===== config.mk =====
export PLATFORM = sky130hd
export DESIGN_NAME = alu_issue_arbiter_flat
export DESIGN_NICKNAME = d
export VERILOG_FILES = /design/src/rtl/alu_issue_arbiter_if.sv /design/src/rtl/alu_issue_arbiter.sv /design/src/flat_wrapper.sv
export SDC_FILE = /design/constraint.sdc
export NUM_CORES = 1
export LEC_CHECK = 0
export CAP_MARGIN = 25
export CORE_ASPECT_RATIO = 1.4
export CORE_UTILIZATION = 40
export CTS_BUF_LIST = sky130_fd_sc_hd__clkbuf_8
export CTS_CLUSTER_SIZE = 30
export DETAILED_ROUTE_END_ITERATION = 7
export GPL_TIMING_DRIVEN = 0
export HOLD_SLACK_MARGIN = 0.06
export PLACE_DENSITY = 0.7
export SETUP_SLACK_MARGIN = 0.2
export SYNTH_ARGS = -nofsm -noshare
export SYNTH_HDL_FRONTEND = slang
export SYNTH_SLANG_ARGS = --single-unit

===== constraint.sdc =====
create_clock -name clk -period 2.83 [get_ports clk]
set_clock_uncertainty 0.15 [all_clocks]
set_input_delay 0.283 -clock clk [delete_from_list [all_inputs] [get_ports clk]]
set_output_delay 0.283 -clock clk [all_outputs]
set_load 0.005 [all_outputs]

===== src/rtl/alu_issue_arbiter_if.sv =====
// Request/issue/writeback bundle between the two VLIW slots and the shared ALU issue arbiter.
// The master side drives the slot requests; the slave side is the arbiter.
interface alu_issue_arbiter_if;
    logic       hold;
    logic       s0_valid;
    logic [7:0] s0_code;
    logic       s0_ready;
    logic       s1_valid;
    logic [7:0] s1_code;
    logic       s1_ready;
    logic       issue_valid;
    logic [7:0] issue_code;
    logic       issue_slot;
    logic       wb_valid;
    logic [1:0] wb_reg;
    logic       wb_slot;
    logic [3:0] busy;

    modport master (
        output hold,
        output s0_valid,
        output s0_code,
        output s1_valid,
        output s1_code,
        input  s0_ready,
        input  s1_ready,
        input  issue_valid,
        input  issue_code,
        input  issue_slot,
        input  wb_valid,
        input  wb_reg,
        input  wb_slot,
        input  busy
    );

    modport slave (
        input  hold,
        input  s0_valid,
        input  s0_code,
        input  s1_valid,
        input  s1_code,
        output s0_ready,
        output s1_ready,
        output issue_valid,
        output issue_code,
        output issue_slot,
        output wb_valid,
        output wb_reg,
        output wb_slot,
        output busy
    );
endinterface


===== src/rtl/alu_issue_arbiter.sv =====
// Round-robin issue arbiter sharing one fixed-latency ALU between two VLIW slots,
// with a 4-entry register scoreboard blocking RAW/WAW hazards.
module alu_issue_arbiter #(
    parameter int unsigned LAT = 2
) (
    input  logic               clk,
    input  logic               rst_n,
    alu_issue_arbiter_if.slave bus
);

    logic [3:0]            busy_q, busy_d;
    logic                  rr_last_q, rr_last_d;
    logic                  issue_valid_q, issue_valid_d;
    logic [7:0]            issue_code_q, issue_code_d;
    logic                  issue_slot_q, issue_slot_d;
    logic [LAT-1:0]        pv_q, pv_d;
    logic [LAT-1:0][1:0]   pdst_q, pdst_d;
    logic [LAT-1:0]        pslot_q, pslot_d;

    logic                  wb_valid;
    logic [1:0]            wb_reg;
    logic [3:0]            wb_onehot;
    logic [3:0]            blk;
    logic                  elig0, elig1;
    logic                  gnt_any;
    logic                  gnt_slot;
    logic [7:0]            gnt_code;

    assign wb_valid = pv_q[LAT-1];
    assign wb_reg   = pdst_q[LAT-1];

    // A register finishing writeback this cycle is treated as free (writeback bypass).
    always_comb begin
        wb_onehot = 4'b0000;
        if (wb_valid) begin
            wb_onehot[wb_reg] = 1'b1;
        end
        blk = busy_q & ~wb_onehot;
    end

    // Source 1 doubles as the destination, so this covers both RAW and WAW.
    assign elig0 = bus.s0_valid & ~bus.hold & ~blk[bus.s0_code[7:6]] & ~blk[bus.s0_code[5:4]];
    assign elig1 = bus.s1_valid & ~bus.hold & ~blk[bus.s1_code[7:6]] & ~blk[bus.s1_code[5:4]];

    assign gnt_any  = elig0 | elig1;
    assign gnt_slot = (elig0 & elig1) ? ~rr_last_q : elig1;
    assign gnt_code = gnt_slot ? bus.s1_code : bus.s0_code;

    assign bus.s0_ready = gnt_any & ~gnt_slot;
    assign bus.s1_ready = gnt_any &  gnt_slot;

    always_comb begin
        busy_d = busy_q;
        if (wb_valid) begin
            busy_d[wb_reg] = 1'b0;
        end
        // Applied after the clear so a new writer keeps the bit set.
        if (gnt_any) begin
            busy_d[gnt_code[7:6]] = 1'b1;
        end
    end

    always_comb begin
        rr_last_d     = gnt_any ? gnt_slot : rr_last_q;
        issue_valid_d = gnt_any;
        issue_code_d  = gnt_any ? gnt_code : issue_code_q;
        issue_slot_d  = gnt_any ? gnt_slot : issue_slot_q;
    end

    always_comb begin
        pv_d       = pv_q;
        pdst_d     = pdst_q;
        pslot_d    = pslot_q;
        pv_d[0]    = issue_valid_q;
        pdst_d[0]  = issue_valid_q ? issue_code_q[7:6] : 2'b00;
        pslot_d[0] = issue_valid_q & issue_slot_q;
        for (int i = 1; i < LAT; i++) begin
            pv_d[i]    = pv_q[i-1];
            pdst_d[i]  = pdst_q[i-1];
            pslot_d[i] = pslot_q[i-1];
        end
    end

    always_ff @(posedge clk or negedge rst_n) begin
        if (!rst_n) begin
            busy_q        <= 4'b0000;
            rr_last_q     <= 1'b1;
            issue_valid_q <= 1'b0;
            issue_code_q  <= 8'h00;
            issue_slot_q  <= 1'b0;
            pv_q          <= '0;
            pdst_q        <= '0;
            pslot_q       <= '0;
        end else begin
            busy_q        <= busy_d;
            rr_last_q     <= rr_last_d;
            issue_valid_q <= issue_valid_d;
            issue_code_q  <= issue_code_d;
            issue_slot_q  <= issue_slot_d;
            pv_q          <= pv_d;
            pdst_q        <= pdst_d;
            pslot_q       <= pslot_d;
        end
    end

    assign bus.issue_valid = issue_valid_q;
    assign bus.issue_code  = issue_code_q;
    assign bus.issue_slot  = issue_slot_q;
    assign bus.wb_valid    = wb_valid;
    assign bus.wb_reg      = wb_reg;
    assign bus.wb_slot     = pslot_q[LAT-1];
    assign bus.busy        = busy_q;

endmodule


===== src/flat_wrapper.sv =====
// flat-port wrapper written by rule: the top's interface ports become plain ports
module alu_issue_arbiter_flat 
#(
    parameter int unsigned LAT = 2
)
  (clk, rst_n, bus_hold, bus_s0_valid, bus_s0_code, bus_s1_valid, bus_s1_code, bus_s0_ready, bus_s1_ready, bus_issue_valid, bus_issue_code, bus_issue_slot, bus_wb_valid, bus_wb_reg, bus_wb_slot, bus_busy);
  alu_issue_arbiter_if bus_i ();
  input  logic clk;
  input  logic rst_n;
  input wire logic [$bits(bus_i.hold)-1:0] bus_hold;
  input wire logic [$bits(bus_i.s0_valid)-1:0] bus_s0_valid;
  input wire logic [$bits(bus_i.s0_code)-1:0] bus_s0_code;
  input wire logic [$bits(bus_i.s1_valid)-1:0] bus_s1_valid;
  input wire logic [$bits(bus_i.s1_code)-1:0] bus_s1_code;
  output wire logic [$bits(bus_i.s0_ready)-1:0] bus_s0_ready;
  output wire logic [$bits(bus_i.s1_ready)-1:0] bus_s1_ready;
  output wire logic [$bits(bus_i.issue_valid)-1:0] bus_issue_valid;
  output wire logic [$bits(bus_i.issue_code)-1:0] bus_issue_code;
  output wire logic [$bits(bus_i.issue_slot)-1:0] bus_issue_slot;
  output wire logic [$bits(bus_i.wb_valid)-1:0] bus_wb_valid;
  output wire logic [$bits(bus_i.wb_reg)-1:0] bus_wb_reg;
  output wire logic [$bits(bus_i.wb_slot)-1:0] bus_wb_slot;
  output wire logic [$bits(bus_i.busy)-1:0] bus_busy;
  assign bus_i.hold = bus_hold;
  assign bus_i.s0_valid = bus_s0_valid;
  assign bus_i.s0_code = bus_s0_code;
  assign bus_i.s1_valid = bus_s1_valid;
  assign bus_i.s1_code = bus_s1_code;
  assign bus_s0_ready = bus_i.s0_ready;
  assign bus_s1_ready = bus_i.s1_ready;
  assign bus_issue_valid = bus_i.issue_valid;
  assign bus_issue_code = bus_i.issue_code;
  assign bus_issue_slot = bus_i.issue_slot;
  assign bus_wb_valid = bus_i.wb_valid;
  assign bus_wb_reg = bus_i.wb_reg;
  assign bus_wb_slot = bus_i.wb_slot;
  assign bus_busy = bus_i.busy;
  alu_issue_arbiter #(.LAT(LAT)) u_core (.clk(clk), .rst_n(rst_n), .bus(bus_i));
endmodule

# [Word level (Yosys, flattened, before mapping)]
# Index checks and enable logic that the tools add are counted.
[word_totals] out_inout_bits=20 ff_bits=23 wordCells=60 input_bits=21
[classes] n_lt_le_gt_ge=8 bitwise_logic=23 reduce_logical=2 mux=18
[ops] op="$lt A2 B3 Y1 const B" n=6
[ops] op="$mux W4" n=3
[ops] op="$and A1 B1 Y1" n=10
[ops] op="$and A4 B4 Y4" n=2
[ops] op="$bmux W1 S2" n=4
[ops] op="$mux W8" n=1
[ops] op="$not A4 Y4" n=2
[ops] op="$mux W1" n=7
[ops] op="$not A1 Y1" n=7
[ops] op="$demux W1 S2" n=2
[ops] op="$ge A2 B1 Y1 const B" n=2
[ops] op="$or A4 B4 Y4" n=1
[ops] op="$logic_and A1 B1 Y1" n=2
[ops] op="$mux W2" n=1
[ops] op="$or A1 B1 Y1" n=1

# [Depth between registers and ports, before layout]
[depth] word_depth=21 depth_mapped=8 depth_no_buf=6

# [Worst setup path before layout]
# OpenSTA, ideal clock, no wires.
[synth_timing] kind="reg-to-reg" start="reg u_core.pdst_q, in the netlist u_core.bus.wb_reg[0]" end="reg u_core.issue_code_q[6] (netlist: u_core.bus.issue_code[6])" t_required_ps=2557 setup_ps=123 path_buffers=2 period_less_slack_ps=2199 t_arrival_ps=1927 stages_incl_launch_ff=9 slack_ps=631 cell_sequence="dfrtp_1 -> buf_2 -> nand2_1 -> nor3_1 -> or4_4 -> a2111oi_4 -> buf_6 -> nand2b_1 -> o221a_2"
[synth_via] elab_chain_cells=15 word_cells_on_any_way=28 cone_classes="order compare (2); mux (13); bitwise (12); reduce/logical (1)"
[synth_lines] element="start: declaration" line="alu_issue_arbiter.sv:17" rtl="logic [LAT-1:0][1:0] pdst_q, pdst_d;"
[synth_lines] element="start signal: assignment" line="alu_issue_arbiter.sv:101" rtl="pdst_q <= pdst_d;"
[synth_lines] element="$lt A2 B3 Y1 (implied by the code) / $ge A2 B1 Y1 (equally long branches)" line="alu_issue_arbiter.sv:36" rtl="wb_onehot[wb_reg] = 1'b1;"
[synth_lines] element="$logic_and A1 B1 Y1 (implied by the code)" line="alu_issue_arbiter.sv:36"
[synth_lines] element="$mux W1 (implied by the code)" line="alu_issue_arbiter.sv:36"
[synth_lines] element="$demux W1 S2 *"
[synth_lines] element="$mux W4 *" line="alu_issue_arbiter.sv:35" rtl="if (wb_valid) begin"
[synth_lines] element="$not A4 Y4 *" line="alu_issue_arbiter.sv:38" rtl="blk = busy_q & ~wb_onehot;"
[synth_lines] element="$and A4 B4 Y4 *" line="alu_issue_arbiter.sv:38"
[synth_lines] element="$bmux W1 S2 (on tied branches)" line="alu_issue_arbiter.sv:42, alu_issue_arbiter.sv:43"
[synth_lines] element="$mux W1 (on tied branches)" line="alu_issue_arbiter.sv:42, alu_issue_arbiter.sv:43"
[synth_lines] element="$not A1 Y1 (on tied branches)" line="alu_issue_arbiter.sv:42, alu_issue_arbiter.sv:43"
[synth_lines] element="$and A1 B1 Y1 (on tied branches) (2 in series)" line="alu_issue_arbiter.sv:42, alu_issue_arbiter.sv:43"
[synth_lines] element="$and A1 B1 Y1" line="alu_issue_arbiter.sv:46" rtl="assign gnt_slot = (elig0 & elig1) ? ~rr_last_q : elig1;"
[synth_lines] element="$mux W1" line="alu_issue_arbiter.sv:46"
[synth_lines] element="$mux W8" line="alu_issue_arbiter.sv:47" rtl="assign gnt_code = gnt_slot ? bus.s1_code : bus.s0_code;"
[synth_lines] element="end signal: assignment" line="alu_issue_arbiter.sv:98" rtl="issue_code_q <= issue_code_d;"
[synth_lines] element="end: declaration" line="alu_issue_arbiter.sv:14" rtl="logic [7:0] issue_code_q, issue_code_d;"
# Mark *: on every way between the ends. The rest lies on a longest branch, timed or not. The select of a mux whose other input is x is not followed.
# A chain may end at the register's enable or synchronous reset.

# [Worst setup path in the final report]
[layout_timing] start="in bus_s0_code[4]" end="out bus_s0_ready"
[layout_via] elab_chain_cells=8 word_cells_on_any_way=9 cone_classes="mux (3); bitwise (6)"
[layout_lines] element="start: declaration" line="flat_wrapper.sv:12" rtl="input wire logic [$bits(bus_i.s0_code)-1:0] bus_s0_code;"
[layout_lines] element="$bmux W1 S2 *" line="alu_issue_arbiter.sv:42" rtl="assign elig0 = bus.s0_valid & ~bus.hold & ~blk[bus.s0_code[7:6]] & ~blk[bus.s0_code[5:4]];"
[layout_lines] element="$mux W1 (implied by the code) *" line="alu_issue_arbiter.sv:42"
[layout_lines] element="$not A1 Y1 *" line="alu_issue_arbiter.sv:42"
[layout_lines] element="$and A1 B1 Y1 *" line="alu_issue_arbiter.sv:42"
[layout_lines] element="$and A1 B1 Y1" line="alu_issue_arbiter.sv:46"
[layout_lines] element="$mux W1" line="alu_issue_arbiter.sv:46"
[layout_lines] element="$not A1 Y1" line="alu_issue_arbiter.sv:49" rtl="assign bus.s0_ready = gnt_any & ~gnt_slot;"
[layout_lines] element="$and A1 B1 Y1 *" line="alu_issue_arbiter.sv:49"
[layout_lines] element="end: declaration" line="flat_wrapper.sv:15" rtl="output wire logic [$bits(bus_i.s0_ready)-1:0] bus_s0_ready;"
# Marked as above.

==> results_dict.tcl <==
set metrics [dict create \
    outcome "completed" \
    ant_nets 0 \
    synth_edf_count 0 \
    fillCellCount 240 \
    relSlewSlack_pct 62.8 \
    numCtsBuffers 3 \
    postSynthAreaPerCell_sq_um 10.9 \
    cts_tree "yes" \
    rrSetupSlack_ns 0.29 \
    antenna_found_initial 0 \
    cp_cell_sequence "clkdlybuf4s15_1 > nor2b_1 > and3b_1 > or4_4 > buf_6 > a2111oi_4 > buf_6 > buf_6" \
    dieArea_sq_um 3490 \
    worstPathMaxFanout 7 \
    rr_worst_depth 10 \
    finalCritPeriodShare_pct 94.5 \
    root_buffer "clkbuf_8" \
    gp_congestion 0.887 \
    drtIter0Drc 87 \
    ir_worst_vdd_mv 0.449 \
    wl_microns 3630 \
    endpoint_kind "output pin" \
    n_antenna_cell 0 \
    syn_to_final_growth_pct 53.4 \
    crit_type "in2out" \
    cp.arrival_ns 2.24 \
    tightest_slew_ns 0.558 \
    r2r-end "u_core.bus.issue_code[4]$_DFFE_PN0N_" \
    overflow 0 \
    syn_area_sq_um 1300 \
    grt_pass1_vias 1245 \
    yosysUniqueCellTypes 40 \
    vias 1231 \
    coreArea_sq_um 3090 \
    first_pass_iters 4 \
    totalPowerFinal_uw 1450 \
    multi_input_comb_area_sq_um 682 \
    min_period_ns 2.67 \
    synth_xor_area_share_pct 2.69 \
    dp_hpwl_microns 2360 \
    synth-simple-area-share_pct 22.3 \
    num_rows 24 \
    final_cell_mix "clkdlybuf4s50_1, buf_4, dfrtp_1, nand2b_1, o221a_2" \
    whs_ns 0.207 \
    crit_top_cell "buf_6" \
    worst_path_max_delay_cell "or4_4" \
    ioPinCount 41 \
    drive_above_1_share_pct 33.7 \
    regArea_sq_um 582 \
    port-buffer-count 37 \
    fmax_mhz 374 \
    grt_usage_pct 22.3 \
    postSynthCellCount 119 \
    worst_path_largest_cell_delay_ns 0.52 \
    dieHeight_microns 69.5 \
    p_per_area_nw_per_um2 726 \
    clk_latency_ns 0.26 \
    finalNonFillerCells 223 \
    nNetsFinal 206 \
    synth_ff_type "dfrtp_1" \
    maxCapViolCount 0 \
    ys_seq_area_share_pct 44.3 \
    drv_slew 0 \
    post-route-cell-area_sq_um 2000 \
    cp-start-kind "primary input" \
    h-tree-depth 1 \
    placed_cells 195 \
    synth_async_sr_flop_share_pct 100 \
    final_common_cell "clkdlybuf4s50_1" \
    cts.clk_slew.worst_paths_ns 0.08 \
    wl_per_cell_microns 16.3 \
    vias_per_cell 5.52 \
    synth_compound_area_share_pct 20.6 \
    grt_max_degree 24 \
    cts_hold_buf 0 \
    rsz0062_at_grt "true" \
    syn-num-nets 140 \
    cts_num_sinks 23 \
    largest_register_ffs 8 \
    rr_startpoint "u_core.bus.wb_reg[0]$_DFF_PN0_" \
    start_util_pct 42.1 \
    dpl-instance-area_sq_um 1720 \
    power_leakage_uw 0.000822 \
    setup_viol 0 \
    min_path_type "in2async" \
    clockBufferDepth 2 \
    synth_top_family_by_area "simple AND/OR/NAND/NOR gates" \
    synthAdderAreaFrac_pct 0 \
    synthMuxAreaShare_pct 5.00 \
    synth-seq-cells 23 \
    yosys_warnings 0 \
    grt_pass1_wl_microns 5940 \
    critPathRequiredTime_ns 2.40 \
    remaining_drc_errors 0 \
    hold_viol 0 \
    fp.dieW_microns 50.2 \
]
[where the power goes]
part           total, uW  internal [uW]  switching (uW)
Clock                206           99.4             106
Sequential           565            452             113
Combinational        679            432             246
Total               1450            984             466
[cell usage after synthesis (2+ instances only)]
library cell | count | share of area (%)
buf_6 | 2 | 1.7
and2_1 | 3 | 1.4
mux2i_1 | 2 | 1.5
o211ai_1 | 2 | 1.2
nor2b_1 | 5 | 2.4
inv_1 | 3 | 0.87
nand2_1 | 8 | 2.3
nand2b_1 | 11 | 5.3
nand3_1 | 6 | 2.3
nand3b_1 | 3 | 1.7
clkbuf_1 | 2 | 0.58
xnor2_1 | 4 | 2.7
a21oi_1 | 3 | 1.2
buf_2 | 2 | 0.77
o21ai_0 | 4 | 1.5
nor2_1 | 3 | 0.87
nand4_1 | 2 | 0.96
a31oi_1 | 2 | 0.96
buf_4 | 2 | 1.2
mux2_2 | 2 | 1.7
dfrtp_1 | 22 | 42
o221a_2 | 8 | 6.9
[cell families (layout without fill, tap and decap cells)]
logic type | count (synthesis) | after routing
simple gates | 49 | 49
xor+xnor | 4 | 4
flops | 23 | 23
mux | 5 | 5
compound gates | 27 | 27
buf+inv | 11 | 76
[layer usage]
metal | global-route usage, % | share of wire [%] | wire length (microns) | up-vias
met5 | 0 | 0 | 0 | -
met4 | 10.5 | 1.6 | 59 | 0
li1 | - | - | - | 565
met3 | 2.63 | 6.5 | 235 | 6
met2 | 38.5 | 53 | 1940 | 70
met1 | 26.6 | 39 | 1400 | 590
[metrics by stage]
stage | worst slack (ns) | util [%] | TNS (ns)
finish | 0.156 | 64.5 | 0
global route | 0.0930 | 64.5 | 0
CTS | 0.145 | 62.4 | 0
detailed placement | -0.526 | 55.6 | -1.20
global placement | -0.519 | 55.6 | -1.09
floorplan | 0.631 | - | 0
[layout make-up]
class / count / area share [%]
multi-input combinational: 85 / 34.2
sequential: 23 / 29.2
timing repair buffer: 61 / 28.2
buffer: 8 / 3.07
tap: 39 / 2.45
clock buffer: 3 / 2.07
inverter: 3 / 0.564
clock inverter: 1 / 0.376
[worst max-delay path, delay by kind of cell]
family,cells,cell delay (ns)
compound gates,1,0.36
buf+inv,4,0.68
simple gates,3,0.91
[worst max path at each step]
| stage | slack (ns) | from | end |
|---|---|---|---|
| after global routing | 0.09 | u_core.bus.wb_reg[0]$_DFF_PN0_ | bus_s1_ready |
| final | 0.16 | bus_s0_code[4] | bus_s0_ready |
| after floorplan | 0.63 | u_core.bus.wb_reg[0]$_DFF_PN0_ | u_core.bus.issue_code[6]$_DFFE_PN0N_ |
| after CTS | 0.15 | u_core.bus.wb_reg[0]$_DFF_PN0_ | bus_s0_ready |
| after detailed placement | -0.53 | bus_s0_code[4] | bus_s0_ready |
| after global placement | -0.52 | bus_s0_code[4] | bus_s0_ready |
[repair_timing]
item / 4_1_cts / 5_1_grt
pin swaps: 5 / 3
buffers inserted: 19 / 4
endpoints found under the setup margin: 2 / 7
gates resized for setup: 14 / 8
No activity file was read; power rests on OpenSTA's default activity.
